$ cat src/rtl/lcd_sprite_animator_if.sv
// LCD bus and pattern-ROM port bundle for the sprite animator.
// The animator is the master: it drives the panel bus and the ROM address
// and consumes the combinational ROM byte.
interface lcd_sprite_animator_if #(
   parameter int ADDR_W = 8
);
   logic [ADDR_W-1:0] ROM_ADDR;
   logic [7:0]        ROM_DATA;
   logic [7:0]        LCD_DATA;
   logic              LCD_ENABLE;
   logic              LCD_RW;
   logic              LCD_RSTN;
   logic              LCD_CS1;
   logic              LCD_CS2;
   logic              LCD_DI;

   modport master (
      output ROM_ADDR,
      input  ROM_DATA,
      output LCD_DATA, LCD_ENABLE, LCD_RW, LCD_RSTN, LCD_CS1, LCD_CS2, LCD_DI
   );

   modport slave (
      input  ROM_ADDR,
      output ROM_DATA,
      input  LCD_DATA, LCD_ENABLE, LCD_RW, LCD_RSTN, LCD_CS1, LCD_CS2, LCD_DI
   );
endinterface

$ cat src/rtl/lcd_sprite_animator.sv
// KS0108-style 128x64 GLCD sprite animator. Clears both chips, then draws a
// multi-frame sprite from a pattern ROM, moving it STEP columns per frame
// with wrap-around and trail erase. Two stages: p0 sequences transactions
// and presents ROM_ADDR; p1 registers the bus byte (ROM byte or command).
module lcd_sprite_animator #(
   parameter int SPR_W        = 16,
   parameter int SPR_PAGES    = 2,
   parameter int FRAMES       = 3,
   parameter int START_PAGE   = 3,
   parameter int START_X      = 0,
   parameter int STEP         = 1,
   parameter int PAUSE_CYCLES = 32768,
   parameter int ADDR_W       = 8
) (
   input  logic LCD_CLK,
   input  logic RESETN,
   input  logic RUN,
   input  logic DIR,
   output logic BUSY,
   output logic FRAME_DONE,
   lcd_sprite_animator_if.master lcd
);

   localparam logic [2:0] S_INIT  = 3'd0;
   localparam logic [2:0] S_LINE  = 3'd1;
   localparam logic [2:0] S_CLEAR = 3'd2;
   localparam logic [2:0] S_DRAW  = 3'd3;
   localparam logic [2:0] S_PAUSE = 3'd4;

   localparam logic [1:0] PH_PAGE = 2'd0;
   localparam logic [1:0] PH_Y    = 2'd1;
   localparam logic [1:0] PH_DATA = 2'd2;

   localparam int SPAN     = SPR_W + STEP;
   localparam int FRAME_SZ = SPR_PAGES * SPR_W;
   localparam int PC_W     = $clog2(PAUSE_CYCLES);
   localparam logic [PC_W-1:0] PC_LOAD = PC_W'(PAUSE_CYCLES - 1);

   function automatic logic [7:0] set_page_cmd(input logic [2:0] page);
      return {5'b10111, page};
   endfunction

   function automatic logic [7:0] set_y_cmd(input logic [5:0] y);
      return {2'b01, y};
   endfunction

   logic [2:0]        state_q;
   logic [6:0]        x_q;
   logic [1:0]        frame_q;
   logic              last_dir_q;
   logic [PC_W-1:0]   pcnt_q;
   logic [2:0]        cpage_q;
   logic [6:0]        ccnt_q;
   logic [2:0]        row_q;
   logic [5:0]        idx_q;
   logic [1:0]        ph_q;

   logic              vld_p0, di_p0, cs1_p0, cs2_p0, rom_sel_p0, fdone_p0;
   logic [7:0]        byte_p0;
   logic [ADDR_W-1:0] rom_addr_p0;

   logic              vld_p1, di_p1, cs1_p1, cs2_p1, fdone_p1, busy_p1;
   logic [7:0]        data_p1;

   logic [6:0]        base_col, cur_col, nxt_col;
   logic [5:0]        spr_col;
   logic              spr_hit, last_col, last_row;
   logic [2:0]        page_abs;
   logic [ADDR_W-1:0] spr_addr;

   // Column geometry of the current draw position
   always_comb begin
      base_col = last_dir_q ? x_q : x_q - 7'(STEP);
      cur_col  = base_col + {1'b0, idx_q};
      nxt_col  = cur_col + 7'd1;
      spr_col  = last_dir_q ? idx_q : idx_q - 6'(STEP);
      spr_hit  = last_dir_q ? (idx_q < 6'(SPR_W)) : (idx_q >= 6'(STEP));
      last_col = (idx_q == 6'(SPAN - 1));
      last_row = (row_q == 3'(SPR_PAGES - 1));
      page_abs = 3'(START_PAGE) + row_q;
      spr_addr = spr_hit ? (ADDR_W'(frame_q) * ADDR_W'(FRAME_SZ)
                            + ADDR_W'(row_q) * ADDR_W'(SPR_W)
                            + ADDR_W'(spr_col)) : '0;
   end

   // p0: control FSM, transaction sequencing and ROM address
   always_ff @(posedge LCD_CLK or negedge RESETN) begin
      if (!RESETN) begin
         state_q     <= S_INIT;
         x_q         <= 7'(START_X);
         frame_q     <= 2'd0;
         last_dir_q  <= 1'b0;
         pcnt_q      <= PC_LOAD;
         cpage_q     <= 3'd0;
         ccnt_q      <= 7'd0;
         row_q       <= 3'd0;
         idx_q       <= 6'd0;
         ph_q        <= PH_PAGE;
         vld_p0      <= 1'b0;
         di_p0       <= 1'b0;
         cs1_p0      <= 1'b0;
         cs2_p0      <= 1'b0;
         rom_sel_p0  <= 1'b0;
         fdone_p0    <= 1'b0;
         byte_p0     <= 8'h00;
         rom_addr_p0 <= '0;
      end else begin
         vld_p0      <= 1'b0;
         rom_sel_p0  <= 1'b0;
         fdone_p0    <= 1'b0;
         rom_addr_p0 <= '0;
         case (state_q)
            S_INIT: begin
               vld_p0  <= 1'b1;
               di_p0   <= 1'b0;
               cs1_p0  <= 1'b1;
               cs2_p0  <= 1'b1;
               byte_p0 <= 8'h3F;
               state_q <= S_LINE;
            end
            S_LINE: begin
               vld_p0  <= 1'b1;
               di_p0   <= 1'b0;
               cs1_p0  <= 1'b1;
               cs2_p0  <= 1'b1;
               byte_p0 <= 8'hC0;
               cpage_q <= 3'd0;
               ccnt_q  <= 7'd0;
               state_q <= S_CLEAR;
            end
            S_CLEAR: begin
               vld_p0 <= 1'b1;
               cs1_p0 <= 1'b1;
               cs2_p0 <= 1'b1;
               if (ccnt_q == 7'd0) begin
                  di_p0   <= 1'b0;
                  byte_p0 <= set_page_cmd(cpage_q);
               end else if (ccnt_q == 7'd1) begin
                  di_p0   <= 1'b0;
                  byte_p0 <= set_y_cmd(6'd0);
               end else begin
                  di_p0   <= 1'b1;
                  byte_p0 <= 8'h00;
               end
               if (ccnt_q == 7'd65) begin
                  ccnt_q <= 7'd0;
                  if (cpage_q == 3'd7) begin
                     row_q   <= 3'd0;
                     idx_q   <= 6'd0;
                     ph_q    <= PH_PAGE;
                     state_q <= S_DRAW;
                  end else begin
                     cpage_q <= cpage_q + 3'd1;
                  end
               end else begin
                  ccnt_q <= ccnt_q + 7'd1;
               end
            end
            S_DRAW: begin
               vld_p0 <= 1'b1;
               cs1_p0 <= ~cur_col[6];
               cs2_p0 <= cur_col[6];
               if (ph_q == PH_PAGE) begin
                  di_p0   <= 1'b0;
                  byte_p0 <= set_page_cmd(page_abs);
                  ph_q    <= PH_Y;
               end else if (ph_q == PH_Y) begin
                  di_p0   <= 1'b0;
                  byte_p0 <= set_y_cmd(cur_col[5:0]);
                  ph_q    <= PH_DATA;
               end else begin
                  di_p0       <= 1'b1;
                  byte_p0     <= 8'h00;
                  rom_sel_p0  <= spr_hit;
                  rom_addr_p0 <= spr_addr;
                  if (last_col) begin
                     idx_q <= 6'd0;
                     ph_q  <= PH_PAGE;
                     if (last_row) begin
                        row_q    <= 3'd0;
                        fdone_p0 <= 1'b1;
                        state_q  <= S_PAUSE;
                     end else begin
                        row_q <= row_q + 3'd1;
                     end
                  end else begin
                     idx_q <= idx_q + 6'd1;
                     if (nxt_col[5:0] == 6'd0) ph_q <= PH_PAGE;
                  end
               end
            end
            S_PAUSE: begin
               if (pcnt_q != '0) begin
                  pcnt_q <= pcnt_q - 1'b1;
               end else if (RUN) begin
                  x_q        <= DIR ? x_q - 7'(STEP) : x_q + 7'(STEP);
                  last_dir_q <= DIR;
                  frame_q    <= (frame_q == 2'(FRAMES - 1)) ? 2'd0 : frame_q + 2'd1;
                  pcnt_q     <= PC_LOAD;
                  state_q    <= S_DRAW;
               end
            end
            default: state_q <= S_INIT;
         endcase
      end
   end

   // p1: registered LCD bus, status outputs aligned with the bus
   always_ff @(posedge LCD_CLK or negedge RESETN) begin
      if (!RESETN) begin
         vld_p1   <= 1'b0;
         di_p1    <= 1'b0;
         cs1_p1   <= 1'b0;
         cs2_p1   <= 1'b0;
         data_p1  <= 8'h00;
         fdone_p1 <= 1'b0;
         busy_p1  <= 1'b1;
      end else begin
         vld_p1   <= vld_p0;
         fdone_p1 <= fdone_p0;
         busy_p1  <= (state_q != S_PAUSE);
         if (vld_p0) begin
            di_p1   <= di_p0;
            cs1_p1  <= cs1_p0;
            cs2_p1  <= cs2_p0;
            data_p1 <= rom_sel_p0 ? lcd.ROM_DATA : byte_p0;
         end
      end
   end

   assign lcd.ROM_ADDR   = rom_addr_p0;
   assign lcd.LCD_DATA   = data_p1;
   assign lcd.LCD_ENABLE = LCD_CLK & vld_p1;
   assign lcd.LCD_RW     = 1'b0;
   assign lcd.LCD_RSTN   = RESETN;
   assign lcd.LCD_CS1    = cs1_p1;
   assign lcd.LCD_CS2    = cs2_p1;
   assign lcd.LCD_DI     = di_p1;
   assign BUSY           = busy_p1;
   assign FRAME_DONE     = fdone_p1;

endmodule

$ cat src/flat_wrapper.sv
// flat-port wrapper written by rule: the top's interface ports become plain ports
module lcd_sprite_animator_flat 
#(
   parameter int SPR_W        = 16,
   parameter int SPR_PAGES    = 2,
   parameter int FRAMES       = 3,
   parameter int START_PAGE   = 3,
   parameter int START_X      = 0,
   parameter int STEP         = 1,
   parameter int PAUSE_CYCLES = 32768,
   parameter int ADDR_W       = 8
)
  (LCD_CLK, RESETN, RUN, DIR, BUSY, FRAME_DONE, lcd_ROM_ADDR, lcd_ROM_DATA, lcd_LCD_DATA, lcd_LCD_ENABLE, lcd_LCD_RW, lcd_LCD_RSTN, lcd_LCD_CS1, lcd_LCD_CS2, lcd_LCD_DI);
  lcd_sprite_animator_if #(.ADDR_W(ADDR_W)) lcd_i ();
  input  logic LCD_CLK;
  input  logic RESETN;
  input  logic RUN;
  input  logic DIR;
  output logic BUSY;
  output logic FRAME_DONE;
  output wire logic [$bits(lcd_i.ROM_ADDR)-1:0] lcd_ROM_ADDR;
  input wire logic [$bits(lcd_i.ROM_DATA)-1:0] lcd_ROM_DATA;
  output wire logic [$bits(lcd_i.LCD_DATA)-1:0] lcd_LCD_DATA;
  output wire logic [$bits(lcd_i.LCD_ENABLE)-1:0] lcd_LCD_ENABLE;
  output wire logic [$bits(lcd_i.LCD_RW)-1:0] lcd_LCD_RW;
  output wire logic [$bits(lcd_i.LCD_RSTN)-1:0] lcd_LCD_RSTN;
  output wire logic [$bits(lcd_i.LCD_CS1)-1:0] lcd_LCD_CS1;
  output wire logic [$bits(lcd_i.LCD_CS2)-1:0] lcd_LCD_CS2;
  output wire logic [$bits(lcd_i.LCD_DI)-1:0] lcd_LCD_DI;
  assign lcd_ROM_ADDR = lcd_i.ROM_ADDR;
  assign lcd_i.ROM_DATA = lcd_ROM_DATA;
  assign lcd_LCD_DATA = lcd_i.LCD_DATA;
  assign lcd_LCD_ENABLE = lcd_i.LCD_ENABLE;
  assign lcd_LCD_RW = lcd_i.LCD_RW;
  assign lcd_LCD_RSTN = lcd_i.LCD_RSTN;
  assign lcd_LCD_CS1 = lcd_i.LCD_CS1;
  assign lcd_LCD_CS2 = lcd_i.LCD_CS2;
  assign lcd_LCD_DI = lcd_i.LCD_DI;
  lcd_sprite_animator #(.SPR_W(SPR_W), .SPR_PAGES(SPR_PAGES), .FRAMES(FRAMES), .START_PAGE(START_PAGE), .START_X(START_X), .STEP(STEP), .PAUSE_CYCLES(PAUSE_CYCLES), .ADDR_W(ADDR_W)) u_core (.LCD_CLK(LCD_CLK), .RESETN(RESETN), .RUN(RUN), .DIR(DIR), .BUSY(BUSY), .FRAME_DONE(FRAME_DONE), .lcd(lcd_i));
endmodule
$ cat config.mk
export PLATFORM = sky130hd
export DESIGN_NAME = lcd_sprite_animator_flat
export DESIGN_NICKNAME = d
export VERILOG_FILES = /design/src/rtl/lcd_sprite_animator_if.sv /design/src/rtl/lcd_sprite_animator.sv /design/src/flat_wrapper.sv
export SDC_FILE = /design/constraint.sdc
export NUM_CORES = 1
export LEC_CHECK = 0
export ABC_AREA = 1
export BUFFER_PORTS_ARGS = -buffer_cell sky130_fd_sc_hd__clkbuf_2
export CORE_MARGIN = 4
export CORE_UTILIZATION = 40
export CTS_CLUSTER_SIZE = 20
export DETAILED_ROUTE_END_ITERATION = 8
export HOLD_SLACK_MARGIN = 0.05
export PLACE_DENSITY_LB_ADDON = 0.05
export SLEW_MARGIN = 25
export SYNTH_ARGS = -nofsm -noshare
export SYNTH_HDL_FRONTEND = slang
export SYNTH_SLANG_ARGS = --single-unit
$ cat constraint.sdc
create_clock -name LCD_CLK -period 3.15 [get_ports LCD_CLK]
set_input_delay 0.315 -clock LCD_CLK [delete_from_list [all_inputs] [get_ports LCD_CLK]]
set_output_delay 0.315 -clock LCD_CLK [all_outputs]
set_load 0.02 [all_outputs]
==> flow_metrics.env, run 1 <==
export IMPL_syn_mean_instance_area_um2=7.947
export IMPL_reg2reg_slack_ns=0.29
export IMPL_grt_max_degree=55
export IMPL_internal_power_w=0.001881
export IMPL_drv_slew=0
export IMPL_diodes=0
export IMPL_layout_drive_gt1_share=0.1535
export IMPL_via_count=4118
export IMPL_setup_ws_ns=0.2897
export IMPL_clock_skew_ns=0.009890
export IMPL_critical_path_class="flop to flop"
export IMPL_gp_congestion=0.8820
export IMPL_post_place_ws_ns=0.2723
export IMPL_crit_fanout=6
export IMPL_min_period_over_period=0.9080
export IMPL_crit_reg2reg_capture="u_core.lcd.ROM_ADDR[7]"
export IMPL_clkTransAtPathRegs_ns=0.06
export IMPL_report_final_hold_viol_count=0
export IMPL_seq_power_share=0.451
export IMPL_dp_hpwl_um=8610
export IMPL_outcome="finished clean"
export IMPL_cellLeakagePower_nw=2.865
export IMPL_arrival_ns=3.20
export IMPL_final_min_clock_period_ns=2.860
export IMPL_syn_nets=677
export IMPL_maxCapViolations=0
export IMPL_setup_violations=0
export IMPL_p_total_w=0.002470
export IMPL_endpoint="u_core.lcd.ROM_ADDR[7]"
export IMPL_worst_endpoint_required_ns=3.49
export IMPL_reg2reg_depth=12
export IMPL_drcViolationCount=0
export IMPL_die_area_um2=14520
export IMPL_ios=36
export IMPL_grt_pass1_wl_um=19710
export IMPL_post_route_cell_area_um2=5764
export IMPL_grt_pass1_vias=4052
export IMPL_peakVddDrop_uv=218.0
export IMPL_ctsResizeCount=0
export IMPL_placed_area_um2=5403
export IMPL_drt_iter0_drc=239
export IMPL_ys_flop_type="dfrtp_1"
export IMPL_endpoint_kind="flop"
export IMPL_synthToLayoutAreaGrowth_pct=13.87
export IMPL_fp_dieW_um=120.5
export IMPL_clock_latency_ns=0.46
export IMPL_row_count=40
export IMPL_netlist_instances=637
export IMPL_cp_start_kind="flop"
export IMPL_p_clk_frac=0.492
export IMPL_ant_nets=0
export IMPL_ys_seq_elements=85
export IMPL_tns_ns=0
export IMPL_grt_ovfl_total=0
export IMPL_critPathLaunch="u_core.idx_q[1]"
export IMPL_synthArstFlopShare=1.000
export IMPL_die_h_um=120.5
export IMPL_power_switching_w=0.0005888
export IMPL_synthDistinctLibCells=45
export IMPL_core_area_um2=12210
export IMPL_synth_edf_count=0
export IMPL_netSwitchingFraction=0.2384
export IMPL_synth_warnings=0
export IMPL_hold_class="primary input to flop"
export IMPL_nets=719
export IMPL_wl_per_cell_um=13.37
export IMPL_initial_core_util=0.4145
export IMPL_tightest_slew_ns=0.7251
export IMPL_maxSlewHeadroom=0.5166
export IMPL_avgViaCountPerCell=4.833
export IMPL_rsz0062_at_grt="false"
export IMPL_firstDrtPassIters=7
export IMPL_syn_cell_area_um2=5062
export IMPL_pwr_share_comb=0.057
export IMPL_r2r_start="u_core.idx_q[1]"
export IMPL_grt_usage=0.1729
export IMPL_io_buffers=34
export IMPL_powerDensity_nw_per_um2=428.4
export IMPL_final_core_util=0.4720
export IMPL_cts_tree="yes"
export IMPL_wirelength_um=11390
export IMPL_antenna_found_initial=0
export IMPL_ys_seq_area_frac=0.4241
export IMPL_fmaxAchievable_mhz=349.6
-- logic make-up after synthesis --
group | after synthesis | synth area share
AOI/OAI and AO/OA | 93 | 0.1060
adders and majority gates | 28 | 0.07365
DFF | 85 | 0.4241
xor gates and xnor gates | 29 | 0.05017
muxes | 2 | 0.004449
other | 1 | 0.0007408
and+or+nand+nor | 303 | 0.2630
buffers and inverters | 96 | 0.07786
-- stage by stage --
stage / hold WS (ns) / cells
global route: 0.09441 / 852
floorplan: 0.01941 / 637
finish: 0.09788 / 852
detailed placement: 0.3405 / 832
global placement: 0.3372 / 832
CTS: 0.08384 / 852
-- power groups by stage --
stage,Clock (W),Sequential [W],Combinational (W)
floorplan,0.0000284,0.00113,0.0000903
global placement,0.0000395,0.00113,0.000140
detailed placement,0.0000395,0.00113,0.000142
CTS,0.00126,0.00111,0.000144
global route,0.00131,0.00112,0.000163
finish,0.00121,0.00111,0.000140
-- metal layers --
| metal | vias up | routed length [um] | global-route usage |
|---|---|---|---|
| met5 | - | 0 | 0 |
| met4 | 0 | 155 | 0.06516 |
| met3 | 10 | 453 | 0.05098 |
| met2 | 59 | 5319 | 0.2683 |
| met1 | 1931 | 5466 | 0.2285 |
| li1 | 2118 | - | - |
-- cell type report --
type | instances | area, um2
Inverter | 84 | 317.8
Timing Repair Buffer | 38 | 207.7
Clock buffer | 15 | 322.8
Sequential cell | 85 | 2147
Fill cell | 1262 | 6447
Tap cell | 168 | 210.2
Clock inverter | 6 | 37.54
Multi-Input combinational cell | 456 | 2521
-- repair_timing --
item | CTS | global route
hold buffers | 1 | 0
endpoints found under the hold margin | 51 | 0
buffers inserted | 0 | 0
-- cell usage after synthesis, types with 2 or more instances --
master	count	area (um2)
a21oi_1	17	85.08
a31oi_1	10	62.56
buf_4	2	15.01
buf_6	3	33.78
clkbuf_1	5	18.77
dfrtp_1	69	1727
dfstp_2	16	420.4
fa_1	3	60.06
ha_1	25	312.8
inv_1	77	289.0
inv_2	7	26.28
mux2_2	2	22.52
nand2_1	150	563.0
nand2_2	2	12.51
nand2_4	2	22.52
nand3_1	32	160.2
nand3_2	2	20.02
nand3b_1	4	30.03
nand4_1	9	56.30
nor2_1	81	304.0
nor2_4	3	33.78
nor3_1	9	45.04
nor4_1	2	12.51
o211ai_1	2	15.01
o21ai_0	41	205.2
o21ai_1	10	50.05
o21ai_2	5	43.79
o22ai_1	2	12.51
or2_2	2	12.51
xnor2_1	8	70.07
xor2_1	21	183.9
-- cell usage in the layout (no fill, tap or decap), types with 3 or more instances in the layout --
cell       instances
xnor2_1            8
o21ai_0           41
o21ai_1           10
a21oi_1           17
inv_2              7
clkbuf_2          33
fa_1               3
o21ai_2            5
nand4_1            9
a31oi_1           10
dfstp_2           16
buf_4              5
nand3_1           32
nand2_1          150
nor2_4             3
dfrtp_1           69
nand3b_1           4
nor2_1            81
xor2_1            21
clkbuf_16         12
nor3_1             9
ha_1              25
inv_1             77
-- critical path, stage by stage (launching register included) --
cell and delay [ns]:
dfrtp_1 0.46, inv_1 0.17, nand4_1 0.15, or2_2 0.31
nor2_1 0.12, xor2_1 0.16, inv_1 0.07, fa_1 0.48
inv_1 0.04, ha_1 0.19, fa_1 0.38, xnor2_1 0.16
nor2_1 0.06
-- worst min-delay path by stage --
stage / from / to / slack (ns) / depth (start not counted)
floorplan: RESETN / u_core.FRAME_DONE / 0.02 / 0
global placement: u_core.fdone_p0 / u_core.FRAME_DONE / 0.34 / 0
detailed placement: u_core.fdone_p0 / u_core.FRAME_DONE / 0.34 / 0
finish: lcd_ROM_DATA[0] / u_core.lcd.LCD_DATA[0] / 0.1 / 3
CTS: lcd_ROM_DATA[2] / u_core.lcd.LCD_DATA[2] / 0.08 / 3
global route: lcd_ROM_DATA[4] / u_core.lcd.LCD_DATA[4] / 0.09 / 3
-- sequential cells by signal, summed over array words and instances (netlist names), 2 cells and up --
| signal | cells |
|---|---|
| u_core.byte_p0 | 8 |
| u_core.ccnt_q | 7 |
| u_core.cpage_q | 3 |
| u_core.frame_q | 2 |
| u_core.idx_q | 6 |
| u_core.lcd.LCD_DATA | 8 |
| u_core.lcd.ROM_ADDR | 8 |
| u_core.pcnt_q | 15 |
| u_core.ph_q | 2 |
| u_core.row_q | 3 |
| u_core.state_q | 3 |
| u_core.x_q | 7 |
Power figures use the tool's default switching activity.
==> run 2: changes to the inputs <==
Clock period 3.15 ns to 2.5 ns, I/O delays scaled along.
==> run 2 against run 1 <==
Via count is 1.5% higher. Design area is 4.2% higher. Power is 31% higher. Combinational power up 44%. First-iteration DRC count decreased by 3.3%. Worst hold slack improved by 0.016 ns. Clock-buffer cell count is 1 higher. Flip-flop and latch count unchanged. Core utilization increased by 2.0 points.
==> flow_metrics.env, run 2 (synthesis results as in run 1) <==
export IMPL_clkTransAtPathRegs_ns=0.06
export IMPL_grt_max_degree=66
export IMPL_gp_congestion=0.8887
export IMPL_initial_core_util=0.4145
export IMPL_largest_reg_flops=15
export IMPL_arrival_ns=2.89
export IMPL_io_buffers=34
export IMPL_via_count=4179
export IMPL_ant_nets=0
export IMPL_maxSlewHeadroom=0.6259
export IMPL_maxCapViolations=0
export IMPL_fin_cells=873
export IMPL_cts_setup_buffers=0
export IMPL_antenna_found_initial=0
export IMPL_setup_ws_ns=0.0003400
export IMPL_outcome="finished clean"
export IMPL_dp_hpwl_um=8683
export IMPL_hold_class="primary input to flop"
export IMPL_grt_usage=0.1732
export IMPL_min_period_over_period=0.9999
export IMPL_largest_register="u_core.pcnt_q"
export IMPL_powerDensity_nw_per_um2=536.6
export IMPL_grt_pass1_vias=4006
export IMPL_diodes=0
export IMPL_avgViaCountPerCell=4.787
export IMPL_drv_slew=0
export IMPL_tightest_slew_ns=0.5582
export IMPL_drt_iter0_drc=231
export IMPL_num_fill_cells=1249
export IMPL_core_area_um2=12210
export IMPL_hp_start="DIR"
export IMPL_reg2reg_slack_ns=0.0003
export IMPL_layout_drive_gt1_share=0.1816
export IMPL_wl_per_cell_um=13.22
export IMPL_drcViolationCount=0
export IMPL_cp_start_kind="flop"
export IMPL_synthToLayoutAreaGrowth_pct=18.66
export IMPL_grt_pass1_wl_um=19450
export IMPL_rsz0062_at_grt="true"
export IMPL_peakVddDrop_uv=337.2
export IMPL_die_h_um=120.5
export IMPL_post_route_cell_area_um2=6007
export IMPL_fmaxAchievable_mhz=400.1
export IMPL_crit_fanout=2
export IMPL_die_area_um2=14520
export IMPL_ios=36
export IMPL_place_inst=845
export IMPL_grt_ovfl_total=0
export IMPL_critical_path_class="flop to flop"
export IMPL_fp_dieW_um=120.5
export IMPL_setup_violations=0
export IMPL_wirelength_um=11540
export IMPL_report_final_hold_viol_count=0
export IMPL_endpoint_kind="flop"
export IMPL_nets=740
export IMPL_crit_reg2reg_capture="u_core.lcd.ROM_ADDR[6]"
export IMPL_worst_endpoint_required_ns=2.89
export IMPL_final_core_util=0.4919
export IMPL_placed_area_um2=5527
export IMPL_row_count=40
export IMPL_layout_common_cells="150 x nand2_1, 80 x nor2_1, 71 x inv_1"
export IMPL_hold_depth=3
export IMPL_fin_hold_ws_ns=0.1144
export IMPL_firstDrtPassIters=4
export IMPL_r2r_start="u_core.last_dir_q"
export IMPL_reg2reg_depth=12
export IMPL_holdPathEnd="u_core.last_dir_q"
export IMPL_clock_latency_ns=0.46
export IMPL_post_place_ws_ns=-0.04237
export IMPL_final_min_clock_period_ns=2.500
export IMPL_clock_skew_ns=0.008912
export IMPL_layout_commonest_cell="nand2_1"
export IMPL_cts_tree="yes"
export IMPL_cellLeakagePower_nw=2.971
run 2: cell count changes in the layout (fill, tap and decap cells not counted), moves of 2 or more:
cell / before / now
buf_4: 5 / 17
dlygate4sd3_1: 1 / 9
inv_1: 77 / 71
inv_2: 7 / 12
clkinvlp_4: 2 / 0
ha_1: 25 / 23
run 2: layer usage:
| metal | vias up | part of all wire | GRT usage |
|---|---|---|---|
| li1 | 2165 | - | - |
| met1 | 1934 | 0.48 | 0.2323 |
| met2 | 61 | 0.46 | 0.2613 |
| met3 | 19 | 0.043 | 0.05659 |
| met4 | 0 | 0.021 | 0.06445 |
| met5 | - | 0 | 0 |
run 2: where the power goes:
part / leakage (nW) / internal, W / switching, W / total (W)
clock network: 0.195 / 0.00102 / 0.000601 / 0.00162
logic: 1.74 / 0.0000789 / 0.000124 / 0.000202
registers: 1.04 / 0.00139 / 0.0000115 / 0.00140
total: 2.97 / 0.00249 / 0.000736 / 0.00322
run 2: final cells by class:
| class | count | area [um2] | area share |
|---|---|---|---|
| Timing Repair Buffer | 59 | 397.9 | 0.06624 |
| Clock inverter | 5 | 51.30 | 0.008540 |
| Clock buffer | 16 | 326.6 | 0.05436 |
| Tap cell | 168 | 210.2 | 0.03499 |
| Sequential cell | 85 | 2148 | 0.3576 |
| Multi-Input combinational cell | 456 | 2552 | 0.4249 |
| Inverter | 84 | 320.3 | 0.05332 |
run 2: timing repair:
| item | CTS | global route |
|---|---|---|
| resized for setup | 2 | 5 |
| pin swaps | 4 | 5 |
| setup endpoints to repair | 1 | 7 |
| endpoints found under the hold margin | 28 | 0 |
| hold buffers | 9 | 0 |
run 2: per-stage QoR:
step	TNS [ns]	total power (W)
floorplan	-0.01108	0.001576
global placement	-0.01409	0.001664
detailed placement	-0.04237	0.001665
CTS	-0.07385	0.003276
global route	-0.1561	0.003377
finish	0	0.003223
run 2: worst max-delay path by stage:
stage,startpoint,to,slack [ns]
floorplan,u_core.idx_q[0],u_core.lcd.ROM_ADDR[6],-0.01
global placement,u_core.idx_q[1],u_core.lcd.ROM_ADDR[6],-0.01
detailed placement,u_core.idx_q[1],u_core.lcd.ROM_ADDR[6],-0.04
CTS,u_core.last_dir_q,u_core.lcd.ROM_ADDR[6],-0.07
global route,u_core.last_dir_q,u_core.lcd.ROM_ADDR[6],-0.11
finish,u_core.last_dir_q,u_core.lcd.ROM_ADDR[6],0.0003
run 2: critical path: stages (launching register included):
cell     delay [ns]
dfrtp_1        0.40
inv_4          0.06
nand4_1        0.11
or2_4          0.26
nor2_4         0.08
xor2_1         0.14
inv_1          0.07
fa_1           0.48
inv_1          0.05
ha_2           0.17
fa_2           0.53
inv_2          0.03
nor2_1         0.07
==> run 3: changes to the inputs <==
==> constraint.sdc (replaced) <==
create_clock -name LCD_CLK -period 2.5 [get_ports LCD_CLK]
set_input_delay 0.125 -clock LCD_CLK [delete_from_list [all_inputs] [get_ports LCD_CLK]]
set_output_delay 0.125 -clock LCD_CLK [all_outputs]
set_load 0.02 [all_outputs]
==> run 3 against run 2 <==
The flow now finishes with violations (negative setup slack). Final cell count unchanged. Core utilization rose by 0.092 points. Via count is 0.29% lower. Clock skew decreased by 0.00052 ns. Sequential share of layout area shrank 0.067 points. Flip-flop and latch count did not move. Worst setup slack got worse by 0.020 ns.
==> flow_metrics.env, run 3 (synthesis results as in run 1) <==
export IMPL_wl_per_cell_um=13.30
export IMPL_report_final_hold_viol_count=0
export IMPL_ios=36
export IMPL_layout_drive_gt1_share=0.1801
export IMPL_internal_power_w=0.002493
export IMPL_drv_slew=0
export IMPL_violations="negative setup slack"
export IMPL_crit_path_frequent_cell="inv_1"
export IMPL_worst_endpoint_required_ns=2.89
export IMPL_clkTransAtPathRegs_ns=0.06
export IMPL_gp_congestion=0.8911
export IMPL_seq_power_share=0.433
export IMPL_setup_violations=1
export IMPL_rsz0062_at_grt="true"
export IMPL_antenna_found_initial=0
export IMPL_outcome="finished, violations left"
export IMPL_p_clk_frac=0.504
export IMPL_via_count=4167
export IMPL_fmaxAchievable_mhz=396.9
export IMPL_grt_usage=0.1710
export IMPL_largest_reg_flops=15
export IMPL_layout_commonest_cell="nand2_1"
export IMPL_final_min_clock_period_ns=2.519
export IMPL_path_buf_inv=4
export IMPL_crit_chain="inv_2 -> nand4_1 -> or2_4 -> nor2_4 -> xor2_1 -> inv_1 -> fa_1 -> inv_1 -> ha_2 -> fa_2 -> inv_1 -> nor2_1"
export IMPL_wirelength_um=11610
export IMPL_drcViolationCount=0
export IMPL_grt_pass1_wl_um=19460
export IMPL_tightest_slew_ns=0.5583
export IMPL_row_count=40
export IMPL_setup_ws_ns=-0.01949
export IMPL_drt_iter0_drc=218
export IMPL_fp_dieW_um=120.5
export IMPL_min_period_over_period=1.008
export IMPL_avgViaCountPerCell=4.773
export IMPL_grt_pass1_vias=3996
export IMPL_clock_skew_ns=0.008394
export IMPL_arrival_ns=2.91
export IMPL_cellLeakagePower_nw=2.975
export IMPL_die_h_um=120.5
export IMPL_nets=740
export IMPL_layout_common_cells="150 x nand2_1, 80 x nor2_1, 73 x inv_1"
export IMPL_netSwitchingFraction=0.2303
export IMPL_p_total_w=0.003239
export IMPL_ant_nets=0
export IMPL_post_place_ws_ns=-0.04476
export IMPL_dp_hpwl_um=8776
export IMPL_critPathTopFamily="adder cells"
export IMPL_firstDrtPassIters=4
export IMPL_io_buffers=34
export IMPL_critical_path_class="flop to flop"
export IMPL_critPathSlowestCell="fa_2"
export IMPL_cp_start_kind="flop"
export IMPL_clock_latency_ns=0.46
export IMPL_hold_class="primary input to flop"
export IMPL_cpPeakStageDelay_ns=0.51
export IMPL_initial_core_util=0.4145
export IMPL_endpoint_kind="flop"
export IMPL_grt_ovfl_total=0
export IMPL_cts_setup_buffers=0
export IMPL_largest_register="u_core.pcnt_q"
export IMPL_maxCapViolations=0
export IMPL_die_area_um2=14520
export IMPL_peakVddDrop_uv=291.1
export IMPL_cts_tree="yes"
export IMPL_power_switching_w=0.0007460
export IMPL_synthToLayoutAreaGrowth_pct=18.88
export IMPL_pwr_share_comb=0.063
export IMPL_crit_fanout=2
export IMPL_diodes=0
export IMPL_core_area_um2=12210
export IMPL_maxSlewHeadroom=0.6258
export IMPL_powerDensity_nw_per_um2=538.2
export IMPL_grt_max_degree=52
==> run 3: timing repair <==
item,in CTS,in global routing
gates cloned,0,0
hold buffers,10,0
endpoints found under the setup margin,1,6
endpoints found under the hold margin,44,0
gates resized for setup,1,4
pin swaps,0,2
==> run 3: layout make-up <==
type / count / area, um2
fillers: 1261 / 6193
multi-input cells: 456 / 2552
flip-flops and latches: 85 / 2148
repair buffers: 59 / 400.4
clock buffers: 15 / 322.8
inverters: 84 / 320.3
well taps: 168 / 210.2
clock inverters: 6 / 63.81
==> run 3: worst paths after layout <==
path	start	to	slack, ns	cells after the start
max	u_core.idx_q[1]	u_core.lcd.ROM_ADDR[6]	-0.02	12
min	RUN	u_core.pcnt_q[6]	0.07	4
max reg2reg	u_core.idx_q[1]	u_core.lcd.ROM_ADDR[6]	-0.02	12
min reg2reg	u_core.fdone_p0	u_core.FRAME_DONE	0.35	0
max in group asynchronous	RESETN	u_core.idx_q[1]	1.65	3
min in group asynchronous	RESETN	u_core.lcd.LCD_DATA[7]	0.18	2
==> run 3: power by group through the flow <==
stage	combinational (W)	clock, W	sequential, W
3_3_place_gp	0.000190	0.0000498	0.00143
5_1_grt	0.000234	0.00176	0.00140
4_1_cts	0.000206	0.00169	0.00140
3_5_place_dp	0.000192	0.0000498	0.00143
2_1_floorplan	0.000117	0.0000357	0.00142
6_report	0.000204	0.00163	0.00140
==> run 3: metrics by stage <==
| step | setup TNS (ns) | hold slack [ns] | instances | util | instance area, um2 |
|---|---|---|---|---|---|
| floorplan | -0.01108 | -0.1706 | 637 | - | 5082 |
| global placement | -0.006199 | 0.1178 | 844 | 0.4519 | 5519 |
| detailed placement | -0.04476 | 0.1176 | 844 | 0.4519 | 5519 |
| CTS | -0.05058 | 0.07320 | 873 | 0.4915 | 6002 |
| global route | -0.2265 | 0.1222 | 873 | 0.4928 | 6018 |
| finish | -0.01949 | 0.07349 | 873 | 0.4928 | 6018 |
==> run 3: worst reg2reg max path, stage by stage (launching register included) <==
cell	delay, ns
dfrtp_2	0.40
inv_2	0.05
nand4_1	0.11
or2_4	0.26
nor2_4	0.08
xor2_1	0.14
inv_1	0.06
fa_1	0.48
inv_1	0.05
ha_2	0.17
fa_2	0.51
inv_1	0.04
nor2_1	0.10
==> run 3: per-layer routing <==
| metal | part of all wire | track usage | vias to the layer above |
|---|---|---|---|
| met2 | 0.46 | 0.2571 | 47 |
| met4 | 0.017 | 0.08782 | 0 |
| met1 | 0.49 | 0.2312 | 1944 |
| li1 | - | - | 2165 |
| met3 | 0.030 | 0.03789 | 11 |
| met5 | 0 | 0 | - |
